<file path="src/rtl/vend_controller_pkg.sv">
// Shared definitions for the vending controller: keypad codes (same values
// keypad_map emits), FSM state encoding and a small elaboration helper.
package vend_controller_pkg;

  localparam logic [2:0] KEY_NONE   = 3'b000;
  localparam logic [2:0] KEY_100    = 3'b001;
  localparam logic [2:0] KEY_500    = 3'b010;
  localparam logic [2:0] KEY_CANDY  = 3'b101;
  localparam logic [2:0] KEY_CHANGE = 3'b110;
  localparam logic [2:0] KEY_CLEAR  = 3'b111;

  typedef enum logic [1:0] {
    ST_IDLE     = 2'd0,
    ST_DISPENSE = 2'd1,
    ST_CHANGE   = 2'd2
  } state_e;

  function automatic int unsigned max_u(input int unsigned a, input int unsigned b);
    return (a > b) ? a : b;
  endfunction

endpackage

</file>
<file path="src/rtl/vend_controller_key_event.sv">
// Key event detector: registers the keypad code and emits a one-cycle event
// on each 000 -> non-zero transition, so a held key acts only once.
module vend_controller_key_event
  import vend_controller_pkg::*;
(
  input  logic       clk,
  input  logic       reset,
  input  logic [2:0] key_code,
  output logic       evt_valid,
  output logic [2:0] evt_code
);

  logic [2:0] key_q;
  logic       evt_valid_q;
  logic [2:0] evt_code_q;

  // NOTE: non-blocking assignments so every register samples pre-edge values.
  always_ff @(posedge clk or posedge reset) begin
    if (reset) begin
      key_q       <= KEY_NONE;
      evt_valid_q <= 1'b0;
      evt_code_q  <= KEY_NONE;
    end else begin
      key_q       <= key_code;
      evt_valid_q <= (key_code != KEY_NONE) && (key_q == KEY_NONE);
      evt_code_q  <= key_code;
    end
  end

  assign evt_valid = evt_valid_q;
  assign evt_code  = evt_code_q;

endmodule

</file>
<file path="src/rtl/vend_controller.sv">
// Vending sequencer: credit register, candy dispense timing and coin-by-coin
// change payout. Define VEND_TIMEOUT_EN to enable the idle auto-refund.
module vend_controller
  import vend_controller_pkg::*;
#(
  parameter int unsigned PRICE          = 3,
  parameter int unsigned MAX_CREDIT     = 15,
  parameter int unsigned DISP_CYCLES    = 8,
  parameter int unsigned COIN_CYCLES    = 4,
`ifdef VEND_TIMEOUT_EN
  parameter int unsigned TIMEOUT_CYCLES = 1000,
`endif
  localparam int unsigned CW = $clog2(MAX_CREDIT + 1)
) (
  input  logic          clk,
  input  logic          reset,
  input  logic [2:0]    key_code,
  output logic [CW-1:0] credit,
  output logic          dispense,
  output logic          coin_out,
  output logic          coin_reject,
  output logic          err_funds,
  output logic          busy
);

  localparam int unsigned     CNT_LEN   = max_u(DISP_CYCLES, COIN_CYCLES);
  localparam int unsigned     CNT_W     = $clog2(CNT_LEN);
  localparam logic [CNT_W-1:0] DISP_LOAD = CNT_W'(DISP_CYCLES - 1);
  localparam logic [CNT_W-1:0] COIN_LOAD = CNT_W'(COIN_CYCLES - 1);
  localparam logic [CW-1:0]    PRICE_C   = CW'(PRICE);
  localparam logic [CW:0]      MAX_C     = (CW+1)'(MAX_CREDIT);

  state_e           state_q, state_d;
  logic [CW-1:0]    credit_q, credit_d;
  logic [CNT_W-1:0] cnt_q, cnt_d;
  logic             coin_reject_q, coin_reject_d;
  logic             err_funds_q, err_funds_d;

  logic             evt_valid;
  logic [2:0]       evt_code;
  logic             is_coin;
  logic             clear_evt;
  logic             slot_start;
  logic [CW:0]      credit_sum;

`ifdef VEND_TIMEOUT_EN
  localparam int unsigned   TW       = $clog2(TIMEOUT_CYCLES + 1);
  localparam logic [TW-1:0] TMO_LAST = TW'(TIMEOUT_CYCLES - 1);
  logic [TW-1:0]            tmo_q, tmo_d;
`endif

  vend_controller_key_event u_key_event (
    .clk      (clk),
    .reset    (reset),
    .key_code (key_code),
    .evt_valid(evt_valid),
    .evt_code (evt_code)
  );

  assign is_coin    = evt_valid && ((evt_code == KEY_100) || (evt_code == KEY_500));
  assign clear_evt  = evt_valid && (evt_code == KEY_CLEAR);
  assign slot_start = (state_q == ST_CHANGE) && (cnt_q == COIN_LOAD);
  // One extra bit so an overflowing deposit is seen instead of wrapping.
  assign credit_sum = {1'b0, credit_q}
                    + ((evt_code == KEY_500) ? (CW+1)'(5) : (CW+1)'(1));

  always_ff @(posedge clk or posedge reset) begin
    if (reset) begin
      state_q       <= ST_IDLE;
      credit_q      <= '0;
      cnt_q         <= '0;
      coin_reject_q <= 1'b0;
      err_funds_q   <= 1'b0;
`ifdef VEND_TIMEOUT_EN
      tmo_q         <= '0;
`endif
    end else begin
      state_q       <= state_d;
      credit_q      <= credit_d;
      cnt_q         <= cnt_d;
      coin_reject_q <= coin_reject_d;
      err_funds_q   <= err_funds_d;
`ifdef VEND_TIMEOUT_EN
      tmo_q         <= tmo_d;
`endif
    end
  end

  // NOTE: every signal gets a default first so no path infers a latch.
  always_comb begin
    state_d       = state_q;
    credit_d      = credit_q;
    cnt_d         = cnt_q;
    coin_reject_d = 1'b0;
    err_funds_d   = 1'b0;
`ifdef VEND_TIMEOUT_EN
    tmo_d         = '0;
`endif

    if (clear_evt) begin
      state_d  = ST_IDLE;
      credit_d = '0;
      cnt_d    = '0;
    end else begin
      case (state_q)
        ST_IDLE: begin
          if (evt_valid) begin
            case (evt_code)
              KEY_100, KEY_500: begin
                if (credit_sum <= MAX_C) credit_d = credit_sum[CW-1:0];
                else                     coin_reject_d = 1'b1;
              end
              KEY_CANDY: begin
                if (credit_q >= PRICE_C) begin
                  credit_d = credit_q - PRICE_C;
                  state_d  = ST_DISPENSE;
                  cnt_d    = DISP_LOAD;
                end else begin
                  err_funds_d = 1'b1;
                end
              end
              KEY_CHANGE: begin
                if (credit_q != '0) begin
                  state_d = ST_CHANGE;
                  cnt_d   = COIN_LOAD;
                end
              end
              default: ;
            endcase
          end
`ifdef VEND_TIMEOUT_EN
          else if (credit_q != '0) begin
            if (tmo_q == TMO_LAST) begin
              state_d = ST_CHANGE;
              cnt_d   = COIN_LOAD;
            end else begin
              tmo_d = tmo_q + TW'(1);
            end
          end
`endif
        end

        ST_DISPENSE: begin
          if (is_coin) coin_reject_d = 1'b1;
          if (cnt_q == '0) state_d = ST_IDLE;
          else             cnt_d   = cnt_q - CNT_W'(1);
        end

        ST_CHANGE: begin
          if (is_coin)    coin_reject_d = 1'b1;
          if (slot_start) credit_d      = credit_q - CW'(1);
          // Slot ends: leave once the coin just paid was the last one.
          if (cnt_q == '0) begin
            if (credit_q == '0) state_d = ST_IDLE;
            else                cnt_d   = COIN_LOAD;
          end else begin
            cnt_d = cnt_q - CNT_W'(1);
          end
        end

        default: begin
          state_d = ST_IDLE;
          cnt_d   = '0;
        end
      endcase
    end
  end

  always_comb begin
    credit      = credit_q;
    dispense    = (state_q == ST_DISPENSE);
    busy        = (state_q != ST_IDLE);
    coin_out    = slot_start && !clear_evt;
    coin_reject = coin_reject_q;
    err_funds   = err_funds_q;
  end

  a_reject_pulse: assert property (@(posedge clk) disable iff (reset)
    coin_reject |=> !coin_reject);
  a_err_pulse: assert property (@(posedge clk) disable iff (reset)
    err_funds |=> !err_funds);
  a_coin_pulse: assert property (@(posedge clk) disable iff (reset)
    coin_out |=> !coin_out);
  a_disp_busy: assert property (@(posedge clk) disable iff (reset)
    dispense |-> busy);

endmodule

</file>
<file path="config.mk">
export PLATFORM = sky130hd
export DESIGN_NAME = vend_controller
export DESIGN_NICKNAME = d
export VERILOG_FILES = /design/src/rtl/vend_controller_pkg.sv /design/src/rtl/vend_controller_key_event.sv /design/src/rtl/vend_controller.sv
export SDC_FILE = /design/constraint.sdc
export NUM_CORES = 1
export LEC_CHECK = 0
export BUFFER_PORTS_ARGS = -buffer_cell sky130_fd_sc_hd__buf_4
export CAP_MARGIN = 30
export CORE_UTILIZATION = 55
export DETAILED_ROUTE_END_ITERATION = 16
export GPL_ROUTABILITY_DRIVEN = 0
export PLACE_DENSITY = 0.76
export SYNTH_ARGS = -nofsm -noshare
export SYNTH_HDL_FRONTEND = slang
export SYNTH_SLANG_ARGS = --single-unit
</file>
<file path="constraint.sdc">
create_clock -name clk -period 3 [get_ports clk]
set_clock_uncertainty 0.1 [all_clocks]
set_input_delay 0.6 -clock clk [delete_from_list [all_inputs] [get_ports clk]]
set_output_delay 0.6 -clock clk [all_outputs]
set_load 0.02 [all_outputs]
</file>
* Word level (Yosys, flattened, before mapping)
Index checks and enable logic that the tools add are counted.
Storage, ports and cells: input bits 5, register bits after elaboration 15
Operators by class: reductions and logical operators 20, $add $sub $neg 4, $lt $le $gt $ge 2, equal/unequal tests 20, multiplexer cells 37
Operators with widths (count):
- two-way mux 3 bit | 8
- two-way mux 4 bit | 5
- != test 4 bit, second input constant | 4
- one-hot mux 4 bit (2 select lines) | 2
- two-way mux 2 bit | 7
- AND reduction 6 bit | 2
- two-way mux 1 bit | 10
- == test 3 bit, second input constant | 3
- != test 3 x 2 -> 1 bit, second input constant | 3
- one-hot mux 3 bit (3 select lines) | 1
- != test 4 x 2 -> 1 bit, second input constant | 2
- AND reduction 7 bit | 1
- == test 3 x 2 -> 1 bit, second input constant | 2
- logical NOT 3 bit | 2
- != test 3 bit, second input constant | 2
- one-hot mux 2 bit (3 select lines) | 1
- one-hot mux 3 bit (2 select lines) | 1
- nonzero test 3 bit | 2
- adder 4 x 3 -> 5 bit | 1
- <= comparator 5 x 4 -> 1 bit, second input constant | 1
- logical AND 1 bit | 5
- greater-or-equal comparator 4 x 2 -> 1 bit, second input constant | 1
- logical NOT 4 bit | 1
- one-hot mux 2 bit (2 select lines) | 1
- 14 further kinds | 15

* Longest topological paths before layout
word-level depth 9, depth in mapped cells 8, gate-level depth less buffers 7

* Hierarchy
A second synthesis with hierarchy kept.
Second synthesis, totals: cells, all modules 132, area total of the unflattened synthesis 1287.5 µm²
By module, submodules not included:
- vend_controller | cells an instance 125, area each 1161.1 µm², sequential area each 275.3 µm², times used 1
- vend_controller_key_event | cells an instance 7, area each 126.4 µm², sequential area each 100.1 µm², times used 1

* Worst setup path before layout
OpenSTA, ideal clock, no wires.
path kind register to register, from reg, netlist name u_key_event.key_q[2], to reg credit_q[3] (netlist: credit[3]), library setup time 0.125 ns, setup slack 0.661 ns, arrival time 2.114 ns, cell stages (with the launch flop) 9, cells stage by stage dfrtp_1 -> buf_6 -> nor3b_2 -> ha_1 -> xnor2_1 -> nor4b_2 -> a31oi_1 -> o2111ai_2 -> mux2_2
RTL lines:
- end signal, assigned | line vend_controller.sv:79 | credit_q <= credit_d;
- end, declared | line vend_controller.sv:34 | logic [CW-1:0] credit_q, credit_d;

==> results list <==
- For the worst flop-to-flop path, the logic depth is 7.
- Classification of the worst-slack hold path: in2async
- Nets: 160
- The number of nets handed over by synthesis was 147.
- Global routing used 22.7% of the available tracks across all layers.
- Setup repair after global routing left no endpoint under its margin.
- After detailed routing, the average wire length per cell comes to 14.2 microns.
- Placement Rows: 16
- Clock latency on the worst-skew pair, taken at its later pin, is 290 ps.
* Setup bufs post-CTS: 0
- Total of flip-flops plus latches after synthesis: 15
- Global routing used 31.9% of the available met1 tracks.
- For this design the ratio of total power to cell area is 991 nW/um^2.
- Via count: 958
- Final Cycle Share: 88.5%
- Endpoint kind of the worst setup timing path: register
- Core box area: 2000 sq um
* Required arrival time at the worst endpoint: 3080 ps
* Cell accounting for the most synthesized area: dfrtp_1
- The synthesized netlist occupies a cell area of 1200 sq um.
- Data arrives at the worst endpoint at 2740 ps.
* Synth Area per Inst: 9.25 sq um
* Met3 global-route usage: 3.14%
- The die is 48.8 microns tall.
* Final setup violation count: 0
* Peak Freq: 377 MHz
* Most frequent CP cell: a31oi_1
- Antenna violations before repair: 0
- Largest net degree at the start of global routing: 16
* Post-detailed-route via-to-cell ratio: 5.67
* I/O Buffers: 13
* Layout-stage area growth over the synthesis result: 9.68%
* FFs w/ async S/R, synth: 100%
- Core occupancy in the finished layout: 65.9%
* Final Routed Wirelength: 2400 microns
- Global routing finished with a remaining overflow of 0.
- TritonCTS clock tree: yes
* Number of hold-slack violations in the final timing report: 0
* I/O pin cnt: 14
- The largest single stage delay on the critical path is 510 ps.
- Cell with the largest stage delay on the worst path: dfrtp_1
* Period minus WS final: 2660 ps
- CP Launch Type: register
- The floorplan step set the die width to 48.8 microns.
- Clk pin slew, worst setup/hold paths: 100 ps
- Global-route wire length before repair: 4170 microns
* Classification of the worst setup path: reg2reg
- Cell Chain, Critical Path: nor3b_2 > ha_1 > a31oi_1 > xnor2_1 > a31oi_1 > o2111ai_2 > mux2_2
* Summed negative setup slack over all endpoints: 0 ps
- The via count of the first global-routing pass was 925.
- Number of warnings issued by yosys: 0
- By area the synthesized netlist is led by dfrtp_1, ha_1, mux2i_1.
- For this run, design rule violations remaining after detail routing come to 0.
- Launch point of the worst path: u_key_event.key_q[1]
- The synthesized design devotes to its leading area cell type 31.2% of total area.
* Detailed Route Iter0 Violations: 17
- Run status: finished clean
- The HPWL after detailed placement is 1830 microns.
- Post-Synthesis Cells: 130
* Count of clock tree sinks: 15
* Worst-case clock buffer depth: 2
- The netlist uses 44 different library cells.
- In this run the worst path has a maximum fanout of 10.
- The number of hold buffers added after CTS was 0.
- The first detailed-routing pass ran for 4 iterations.
* Least-Margin Pin Slew: 582 ps
* Final instance count without filler cells: 169
* Die ar.: 2380 sq um
- Counting the fill cells in the layout gives 178.
- TritonCTS Buffers: 3
* Max Cap Viol: 0
- In the synthesized netlist the dominant register cell turns out to be dfrtp_1.
- FF-to-FF Start: u_key_event.key_q[1]
- Sequential fraction of the synthesis area: 31.2%
- IR drop worst, VDD: 0.562 mV
- Final Max Slew Viols: 0
- Placed cell count: 165
- In this run, synthesis inferred 0 flip-flops with an integrated enable.
- Met2 Usage GRT: 36.8%
* Remaining antenna violation count: 0
* Cell at the root of the clock tree: clkbuf_4
* Starting Density: 60.1%
- Normalized max-slew margin: 61.2%
- Most congested layer reported by global routing: met2
* Number of levels the H-tree was split into: 1
- Proportion of layout cells with a drive suffix above 1: 18.3%
* Resize count post-CTS: 0
* Antenna diode count: 0
* Leakage power figure: 0.635 nW
==> synthesized netlist by cell type (all sizes together), types with 2 or more instances <==
library cell and n:
a21oi 7, nor4b 2, inv 13, a21boi 2, dfrtp 15, nor3 6, a31oi 3, xnor2 2
o21ai 5, nor2 12, nand3b 2, buf 4, nand2 7, a31o 2, o311ai 2, mux2 4
mux2i 5, ha 12, xor2 2, nand2b 2, o21a 3
==> critical path, delay by kind of cell (launching register included) <==
family                   cells  cell delay, ps
AO/OA/AOI/OAI                3             740
adder cells (fa/ha/maj)      1             340
AND/OR/NAND/NOR              1             280
multiplexers                 1             380
XOR/XNOR                     1             210
flip-flops                   1             510
==> cells in the final DEF, fill, tap and decap left out, types with 5 or more instances in the layout <==
master	count
dfrtp_1	15
inv_1	13
buf_4	13
nor2_1	12
ha_1	12
nand2_1	7
a21oi_1	7
nor3_1	6
mux2i_1	5
o21ai_0	5
==> layer usage <==
layer,share of wire [%],vias to the layer above
met5,0,-
met4,1.4,0
met3,2.6,5
met2,46,21
met1,50,449
li1,-,483
==> flip-flops by register name, summed over array words and instances, names as in the netlist <==
signal                 flops
u_key_event.evt_valid      1
state_q                    2
err_funds                  1
credit                     4
coin_reject                1
cnt_q                      3
u_key_event.key_q          3
==> where the power goes <==
part           total (mW)  switching [mW]  internal (mW)
sequential          0.355          0.0885          0.267
clock               0.120          0.0703         0.0496
combinational       0.831           0.453          0.378
==> per-stage QoR <==
step                hold slack [ps]  cell area, sq um  power (mW)  worst slack, ps
CTS                             280              1320        1.30              390
global placement                461              1290        1.16              565
detailed placement              459              1290        1.18              410
global route                    310              1320        1.43              244
floorplan                       401              1200       0.978              661
finish                          262              1320        1.31              344
==> cell families after synthesis <==
family / count (synthesis) / share of synthesized area, %
buffers and inverters: 18 / 7.60
AOI/OAI and AO/OA: 28 / 16.5
xor gates and xnor gates: 4 / 2.91
DFF: 15 / 31.2
and+or+nand+nor: 43 / 20.5
adders and majority gates: 13 / 13.3
muxes: 9 / 7.91
==> cell type report <==
type | instances | area [sq um] | area share, %
well taps | 27 | 33.8 | 2.56
multi-input cells | 97 | 736 | 55.8
flip-flops and latches | 15 | 375 | 28.5
clock buffers | 3 | 22.5 | 1.71
clock inverters | 1 | 5.00 | 0.380
inverters | 13 | 48.8 | 3.70
repair buffers | 13 | 97.6 | 7.40
==> worst paths after layout <==
kind	slack [ps]	end
min reg2reg	480	state_q[1]
max reg2reg	340	credit[3]
min in group clk	320	u_key_event.key_q[0]
max in group asynchronous	2160	credit[3]
max	340	credit[3]
min	260	state_q[0]
Note: power is estimated with default switching activity, not from simulation.
